`config.mk`:
```
export PLATFORM = sky130hd
export DESIGN_NAME = tpu_result_drain_flat
export DESIGN_NICKNAME = d
export VERILOG_FILES = /design/src/rtl/tpu_result_drain_pkg.sv /design/src/rtl/tpu_result_drain_if.sv /design/src/rtl/drain_row_serializer.sv /design/src/rtl/tpu_result_drain.sv /design/src/flat_wrapper.sv
export SDC_FILE = /design/constraint.sdc
export NUM_CORES = 1
export LEC_CHECK = 0
export BUFFER_PORTS_ARGS = -buffer_cell sky130_fd_sc_hd__buf_4
export CORE_AREA = 4 4 264 266
export CTS_BUF_LIST = sky130_fd_sc_hd__clkbuf_8
export CTS_CLUSTER_SIZE = 20
export DETAILED_ROUTE_END_ITERATION = 6
export DIE_AREA = 0 0 268 270
export GPL_TIMING_DRIVEN = 0
export MAX_ROUTING_LAYER = met4
export PLACE_DENSITY_LB_ADDON = 0.1
export SETUP_SLACK_MARGIN = 0.1
export SLEW_MARGIN = 40
export SYNTH_ARGS = -nofsm -noshare
export SYNTH_HDL_FRONTEND = slang
export SYNTH_SLANG_ARGS = --single-unit
```
`constraint.sdc`:
```
create_clock -name clk -period 1.6 [get_ports clk]
set_input_delay 0.24 -clock clk [delete_from_list [all_inputs] [get_ports clk]]
set_output_delay 0.24 -clock clk [all_outputs]
set_load 0.02 [all_outputs]
```
`src/rtl/tpu_result_drain_pkg.sv`:
```
// Shared types for the TPU result-drain slice: drain FSM state encoding.
package tpu_result_drain_pkg;

  typedef enum logic [2:0] {
    IDLE,
    RD,
    CAP,
    SEND,
    DONE
  } drain_state_t;

  localparam int unsigned STALL_CNT_W = 32;

endpackage

```
`src/rtl/tpu_result_drain_if.sv`:
```
// AXI-Stream-style beat channel from the result drain to the system write engine.
interface tpu_result_drain_if #(
  parameter int unsigned TDATA_W = 128
) ();

  logic [TDATA_W-1:0] m_tdata_out;
  logic               m_tvalid_out;
  logic               m_tready_in;
  logic               m_tlast_out;

  modport master (
    output m_tdata_out,
    output m_tvalid_out,
    output m_tlast_out,
    input  m_tready_in
  );

  modport slave (
    input  m_tdata_out,
    input  m_tvalid_out,
    input  m_tlast_out,
    output m_tready_in
  );

endinterface

```
`src/rtl/drain_row_serializer.sv`:
```
// Holds one captured output-buffer row and presents it as BEATS stream beats, lowest lanes first.
module drain_row_serializer #(
  parameter int unsigned SYSTOLIC_ARRAY_WIDTH = 16,
  parameter int unsigned DATA_WIDTH_ACCUM     = 32,
  parameter int unsigned BEAT_LANES           = 4
) (
  input  logic                                             clk,
  input  logic                                             rst,
  input  logic                                             capture_i,
  input  logic                                             last_row_i,
  input  logic [SYSTOLIC_ARRAY_WIDTH*DATA_WIDTH_ACCUM-1:0] row_data_i,
  output logic                                             beat_done_o,
  tpu_result_drain_if.master                               m
);

  localparam int unsigned BEATS  = SYSTOLIC_ARRAY_WIDTH / BEAT_LANES;
  localparam int unsigned BEAT_W = BEAT_LANES * DATA_WIDTH_ACCUM;
  localparam int unsigned CNT_W  = (BEATS > 1) ? $clog2(BEATS) : 1;

  logic [SYSTOLIC_ARRAY_WIDTH*DATA_WIDTH_ACCUM-1:0] row_q;
  logic [CNT_W-1:0]                                 beat_q;
  logic                                             tvalid_q;
  logic                                             handshake;
  logic                                             last_beat;

  assign handshake = tvalid_q & m.m_tready_in;
  assign last_beat = (beat_q == CNT_W'(BEATS - 1));

  // NOTE: all state here is sequential, so every assignment is non-blocking; the
  // row register is deliberately reset so tdata reads zero out of reset.
  always_ff @(posedge clk) begin
    if (rst) begin
      row_q    <= '0;
      beat_q   <= '0;
      tvalid_q <= 1'b0;
    end else if (capture_i) begin
      row_q    <= row_data_i;
      beat_q   <= '0;
      tvalid_q <= 1'b1;
    end else if (handshake) begin
      if (last_beat) begin
        beat_q   <= '0;
        tvalid_q <= 1'b0;
      end else begin
        beat_q <= beat_q + CNT_W'(1);
      end
    end
  end

  // tdata/tlast derive only from registers that move on a handshake, so they hold while stalled.
  assign m.m_tdata_out  = row_q[int'(beat_q)*BEAT_W +: BEAT_W];
  assign m.m_tvalid_out = tvalid_q;
  assign m.m_tlast_out  = tvalid_q & last_row_i & last_beat;
  assign beat_done_o    = handshake & last_beat;

endmodule

```
`src/rtl/tpu_result_drain.sv`:
```
// Drains result rows from the TPU output buffer into a beat stream.
// Optional DRAIN_STALL_CNT_EN adds stall_cycles_out (saturating downstream-stall counter).
module tpu_result_drain
  import tpu_result_drain_pkg::*;
#(
  parameter int unsigned SYSTOLIC_ARRAY_WIDTH = 16,
  parameter int unsigned DATA_WIDTH_ACCUM     = 32,
  parameter int unsigned ADDR_WIDTH           = 10,
  parameter int unsigned BEAT_LANES           = 4
) (
  input  logic                                             clk,
  input  logic                                             rst,
  input  logic                                             start_in,
  input  logic [ADDR_WIDTH-1:0]                            base_addr_in,
  input  logic [ADDR_WIDTH:0]                              num_rows_in,
  output logic                                             busy_out,
  output logic                                             done_out,
  output logic [ADDR_WIDTH-1:0]                            ob_rd_addr_out,
  output logic                                             ob_rd_en_out,
  input  logic [SYSTOLIC_ARRAY_WIDTH*DATA_WIDTH_ACCUM-1:0] ob_rd_data_in,
`ifdef DRAIN_STALL_CNT_EN
  output logic [STALL_CNT_W-1:0]                           stall_cycles_out,
`endif
  tpu_result_drain_if.master                               m_axis
);

  drain_state_t          state_q;
  logic [ADDR_WIDTH-1:0] addr_q;
  logic [ADDR_WIDTH:0]   rows_left_q;
  logic                  busy_q;
  logic                  done_q;
  logic                  rd_en_q;
  logic                  last_row;
  logic                  beat_done;

  assign last_row = (rows_left_q == (ADDR_WIDTH+1)'(1));

  always_ff @(posedge clk) begin
    if (rst) begin
      state_q     <= IDLE;
      addr_q      <= '0;
      rows_left_q <= '0;
      busy_q      <= 1'b0;
      done_q      <= 1'b0;
      rd_en_q     <= 1'b0;
    end else begin
      case (state_q)
        IDLE: begin
          if (start_in) begin
            addr_q      <= base_addr_in;
            rows_left_q <= num_rows_in;
            busy_q      <= 1'b1;
            if (num_rows_in == '0) begin
              state_q <= DONE;
              done_q  <= 1'b1;
            end else begin
              state_q <= RD;
              rd_en_q <= 1'b1;
            end
          end
        end
        RD: begin
          rd_en_q <= 1'b0;
          state_q <= CAP;
        end
        CAP: state_q <= SEND;
        SEND: begin
          if (beat_done) begin
            // Address wraps modulo 2^ADDR_WIDTH by construction.
            addr_q      <= addr_q + ADDR_WIDTH'(1);
            rows_left_q <= rows_left_q - (ADDR_WIDTH+1)'(1);
            if (last_row) begin
              state_q <= DONE;
              done_q  <= 1'b1;
            end else begin
              state_q <= RD;
              rd_en_q <= 1'b1;
            end
          end
        end
        DONE: begin
          done_q  <= 1'b0;
          busy_q  <= 1'b0;
          state_q <= IDLE;
        end
        default: state_q <= IDLE;
      endcase
    end
  end

  assign busy_out       = busy_q;
  assign done_out       = done_q;
  assign ob_rd_en_out   = rd_en_q;
  assign ob_rd_addr_out = addr_q;

  drain_row_serializer #(
    .SYSTOLIC_ARRAY_WIDTH (SYSTOLIC_ARRAY_WIDTH),
    .DATA_WIDTH_ACCUM     (DATA_WIDTH_ACCUM),
    .BEAT_LANES           (BEAT_LANES)
  ) u_serializer (
    .clk         (clk),
    .rst         (rst),
    .capture_i   (state_q == CAP),
    .last_row_i  (last_row),
    .row_data_i  (ob_rd_data_in),
    .beat_done_o (beat_done),
    .m           (m_axis)
  );

`ifdef DRAIN_STALL_CNT_EN
  logic [STALL_CNT_W-1:0] stall_q;

  always_ff @(posedge clk) begin
    if (rst) begin
      stall_q <= '0;
    end else if (state_q == IDLE && start_in) begin
      stall_q <= '0;
    end else if (state_q == SEND && m_axis.m_tvalid_out && !m_axis.m_tready_in &&
                 stall_q != '1) begin
      stall_q <= stall_q + STALL_CNT_W'(1);
    end
  end

  assign stall_cycles_out = stall_q;
`endif

endmodule

```
`src/flat_wrapper.sv`:
```
// flat-port wrapper written by rule: the top's interface ports become plain ports
module tpu_result_drain_flat import tpu_result_drain_pkg::*;
#(
  parameter int unsigned SYSTOLIC_ARRAY_WIDTH = 16,
  parameter int unsigned DATA_WIDTH_ACCUM     = 32,
  parameter int unsigned ADDR_WIDTH           = 10,
  parameter int unsigned BEAT_LANES           = 4
)
  (clk, rst, start_in, base_addr_in, num_rows_in, busy_out, done_out, ob_rd_addr_out, ob_rd_en_out, ob_rd_data_in, m_axis_m_tdata_out, m_axis_m_tvalid_out, m_axis_m_tlast_out, m_axis_m_tready_in);
  tpu_result_drain_if #(.TDATA_W(((4) * (32)))) m_axis_i ();
  input  logic clk;
  input  logic rst;
  input  logic start_in;
  input  logic [ADDR_WIDTH-1:0] base_addr_in;
  input  logic [ADDR_WIDTH:0] num_rows_in;
  output logic busy_out;
  output logic done_out;
  output logic [ADDR_WIDTH-1:0] ob_rd_addr_out;
  output logic ob_rd_en_out;
  input  logic [SYSTOLIC_ARRAY_WIDTH*DATA_WIDTH_ACCUM-1:0] ob_rd_data_in;
  output wire logic [$bits(m_axis_i.m_tdata_out)-1:0] m_axis_m_tdata_out;
  output wire logic [$bits(m_axis_i.m_tvalid_out)-1:0] m_axis_m_tvalid_out;
  output wire logic [$bits(m_axis_i.m_tlast_out)-1:0] m_axis_m_tlast_out;
  input wire logic [$bits(m_axis_i.m_tready_in)-1:0] m_axis_m_tready_in;
  assign m_axis_m_tdata_out = m_axis_i.m_tdata_out;
  assign m_axis_m_tvalid_out = m_axis_i.m_tvalid_out;
  assign m_axis_m_tlast_out = m_axis_i.m_tlast_out;
  assign m_axis_i.m_tready_in = m_axis_m_tready_in;
  tpu_result_drain #(.SYSTOLIC_ARRAY_WIDTH(SYSTOLIC_ARRAY_WIDTH), .DATA_WIDTH_ACCUM(DATA_WIDTH_ACCUM), .ADDR_WIDTH(ADDR_WIDTH), .BEAT_LANES(BEAT_LANES)) u_core (.clk(clk), .rst(rst), .start_in(start_in), .base_addr_in(base_addr_in), .num_rows_in(num_rows_in), .busy_out(busy_out), .done_out(done_out), .ob_rd_addr_out(ob_rd_addr_out), .ob_rd_en_out(ob_rd_en_out), .ob_rd_data_in(ob_rd_data_in), .m_axis(m_axis_i));
endmodule
```
==> reports/results.ini <==
[global_routing]
grt_pass1_vias = 27800
grt_max_degree = 14
grt_pass1_wl_mm = 171
antenna_found_initial = 34
grt_usage_pct = 31.9
grt_overflow = 0

[status]
status = complete, but fails checks
violations = setup timing

[layout]
drive_gt1_share_pct = 54.1
area_growth_pct = 104
nNetsFinal = 4600
final_cell_count_no_fill = 5043

[sta]
final_max_slew_viol_count = 0
fin_crit_sh_pct = 157
worst_pin_slew_ps = 947
fin_skew_ps = 33.1
period_needed_ps = 2520
fmax_mhz = 397
hold_viol_final = 0
rsz0062_at_grt = yes
setup_ws_ps = -919
setup_viol = 295
fin_hold_ws_ps = 341
relSlewSlack_pct = 36.8

[critical_path]
path_delay_family = buffers and inverters
cpPeakStageDelay_ps = 600
cp-end-kind = output pin
crit_path_start_kind = flip-flop
crit_chain = clkbuf_16 -> buf_16 -> buf_12 -> mux4_2 -> buf_6
worstPathMaxFanout = 7
required_ps = 1360
worst-path-buf-inv = 4
arrival_ps = 2280
worst_path_max_delay_cell = mux4_2
crit_type = flip-flop to output pin

[floorplanning]
start_util_pct = 33.3
chipWidth_um = 268
coreArea_um2 = 67000
num_io_pins = 680
dieHeight_um = 270
num_rows = 95
dieArea_um2 = 72400

[synth]
yosysWarnings = 0
yosysSeqAreaShare_pct = 48.6
synth_nets = 3148
syn_area_per_cell_um2 = 8.57
synth_top_area_cell = dfxtp_1
yosysUniqueCellTypes = 49
synth_cells = 2607
synth_edf_count = 0
ys_ff_latch = 542
synthFlopType = dfxtp_1
synthTopCellsByArea = dfxtp_1, nand2_1, mux4_2
yosysTopAreaCellShare_pct = 48.6
netlist_area_um2 = 22300
synthArstFlopShare_pct = 0

[clock_tree]
root_buffer = clkbuf_8
numCtsBuffers = 95
cts_tree = yes
cts.path.max_buffers = 3
ctsHtreeMaxLevel = 3
clock_latency_ps = 700
clk_pin_slew_ps = 60
clock-sinks = 542

[power]
peakVddDrop_mv = 0.761
p_sw_share_pct = 37.8
clkPwrFrac_pct = 22.0
power_leakage_nw = 19.3
power.density_nw_per_um2 = 1270
pwr-share-seq_pct = 30.0
p_sw_mw = 21.8
comb_power_share_pct = 48.0
p_int_mw = 35.8

[placed_design]
port_buffers = 679
place_hpwl_mm = 77.2
placed_cells = 4159
gp_congestion = 0.891

[detailed_routing]
num_vias = 26500
drc = 0
post_drt_wl_per_cell_um = 24.2
firstDrtPassIters = 7
routed_via_density = 5.26
wirelength_mm = 122
antenna_left = 0
drt_iter0_drc = 1758

[min_path]
hp-class = primary input to flip-flop

[run]
cap_viol_max_count = 0

==> power groups by stage <==
stage               sequential (mW)  combinational, mW  clock (mW)
finish                         17.3               27.7        12.7
global route                   17.5               29.0        13.4
CTS                            17.1               24.4        12.7
detailed placement             17.4               14.1           0
global placement               17.3               13.9           0
floorplan                      17.0               8.29           0
==> worst paths after layout <==
kind                                                    start                                     endpoint  slack, ps  cells after the start
setup / recovery   u_core.u_serializer.beat_q[0]$_SDFFE_PP0N_                       m_axis_m_tdata_out[36]       -920                      5
setup reg to reg   u_core.u_serializer.beat_q[0]$_SDFFE_PP0N_           u_core.rows_left_q[1]$_SDFFE_PP0P_       -310                     10
hold reg to reg   u_core.u_serializer.row_q[383]$_SDFFE_PP0P_  u_core.u_serializer.row_q[383]$_SDFFE_PP0P_        450                      2
hold / removal                              ob_rd_data_in[80]   u_core.u_serializer.row_q[80]$_SDFFE_PP0P_        340                      4
==> worst reg2reg max path, cell delays in order (launching register included) <==
cell,delay (ps)
dfxtp_2,350
buf_4,120
buf_6,90
ha_4,130
buf_6,100
nand3_4,70
o2bb2a_4,230
buf_8,140
buf_4,140
a2111o_1,350
a21oi_2,110
==> metal layers <==
metal	vias to the layer above	routed length, um	global-route usage, %
li1	11800	-	-
met1	13100	46700	36.7
met2	1184	61200	54.4
met3	375	7770	6.43
met4	0	6390	13.1
met5	-	0	-
==> logic make-up (layout without fill, tap and decap cells) <==
group	count (synthesis)	count (layout)	synth area share (%)
and+or+nand+nor	1113	1113	19.3
AOI/OAI and AO/OA	592	592	14.1
DFF	542	542	48.6
buffers and inverters	227	1752	4.78
muxes	129	129	13.0
adders and majority gates	4	4	0.224
other	0	38	0
==> cell usage after synthesis (2+ instances only) <==
master    count
nand4b_1      2
a32o_1        4
o31ai_1      14
o21ai_1       2
nand4_1       4
dfxtp_1     542
nor4_1        4
nand3_1       6
inv_1         6
a211o_1       7
a21oi_1     530
a31oi_1       6
nor3_1       13
o221a_2       3
and3_1        2
buf_4        35
nor2_1       19
buf_2        43
buf_1        20
a32oi_1       3
nand2_1    1046
and4_1        4
o21ai_0       4
nor3b_1       3
o31a_1        2
ha_1          4
mux4_2      128
o311ai_0      9
clkbuf_1    119
buf_6         4
==> flip-flops by register name, summed over array words and instances, names as in the netlist <==
| signal | count |
|---|---|
| u_core.busy_out | 1 |
| u_core.done_out | 1 |
| u_core.ob_rd_addr_out | 10 |
| u_core.ob_rd_en_out | 1 |
| u_core.rows_left_q | 11 |
| u_core.state_q | 3 |
| u_core.u_serializer.beat_q | 2 |
| u_core.u_serializer.m.m_tvalid_out | 1 |
| u_core.u_serializer.row_q | 512 |
==> per-stage QoR <==
step,total power [mW],instance area [um^2],setup WS [ps],utilization (%),setup TNS (ps)
detailed placement,31.5,28800,-675,42.9,-283760
global placement,31.2,28800,-1070,42.9,-467490
finish,57.7,45400,-919,67.8,-121730
CTS,54.3,42200,-982,63.0,-147580
floorplan,25.3,22600,30.8,-,0
global route,59.8,45400,-993,67.8,-145290
==> repair_timing <==
item / 4_1_cts / 5_1_grt
gates cloned: 58 / 12
buffers inserted: 75 / 49
setup endpoints to repair: 678 / 678
hold buffers: 536 / 0
pin swaps: 341 / 371
resized for setup: 1133 / 964
hold endpoints to repair: 539 / 0
==> placed cells by master, fill, tap and decap left out, types with 110 or more instances in the layout <==
| master | netlist | final |
|---|---|---|
| buf_4 | 35 | 609 |
| nand2_1 | 1046 | 582 |
| dlygate4sd3_1 | 0 | 536 |
| dfxtp_1 | 542 | 524 |
| a21oi_2 | 0 | 457 |
| nand2_4 | 0 | 385 |
| buf_6 | 4 | 148 |
| mux4_2 | 128 | 128 |
| clkbuf_8 | 0 | 119 |
| buf_12 | 0 | 110 |
==> area by class of cell <==
type	instances	area, um^2
clock inverter	53	240
multi-input combinational	1838	15600
sequential	542	10900
fill	4974	21600
clock buffer	117	1610
inverter	6	22.5
tap	873	1090
buffer	217	2420
antenna	38	95.1
timing repair buffer	1359	13400
No activity file was read; power rests on OpenSTA's default activity.
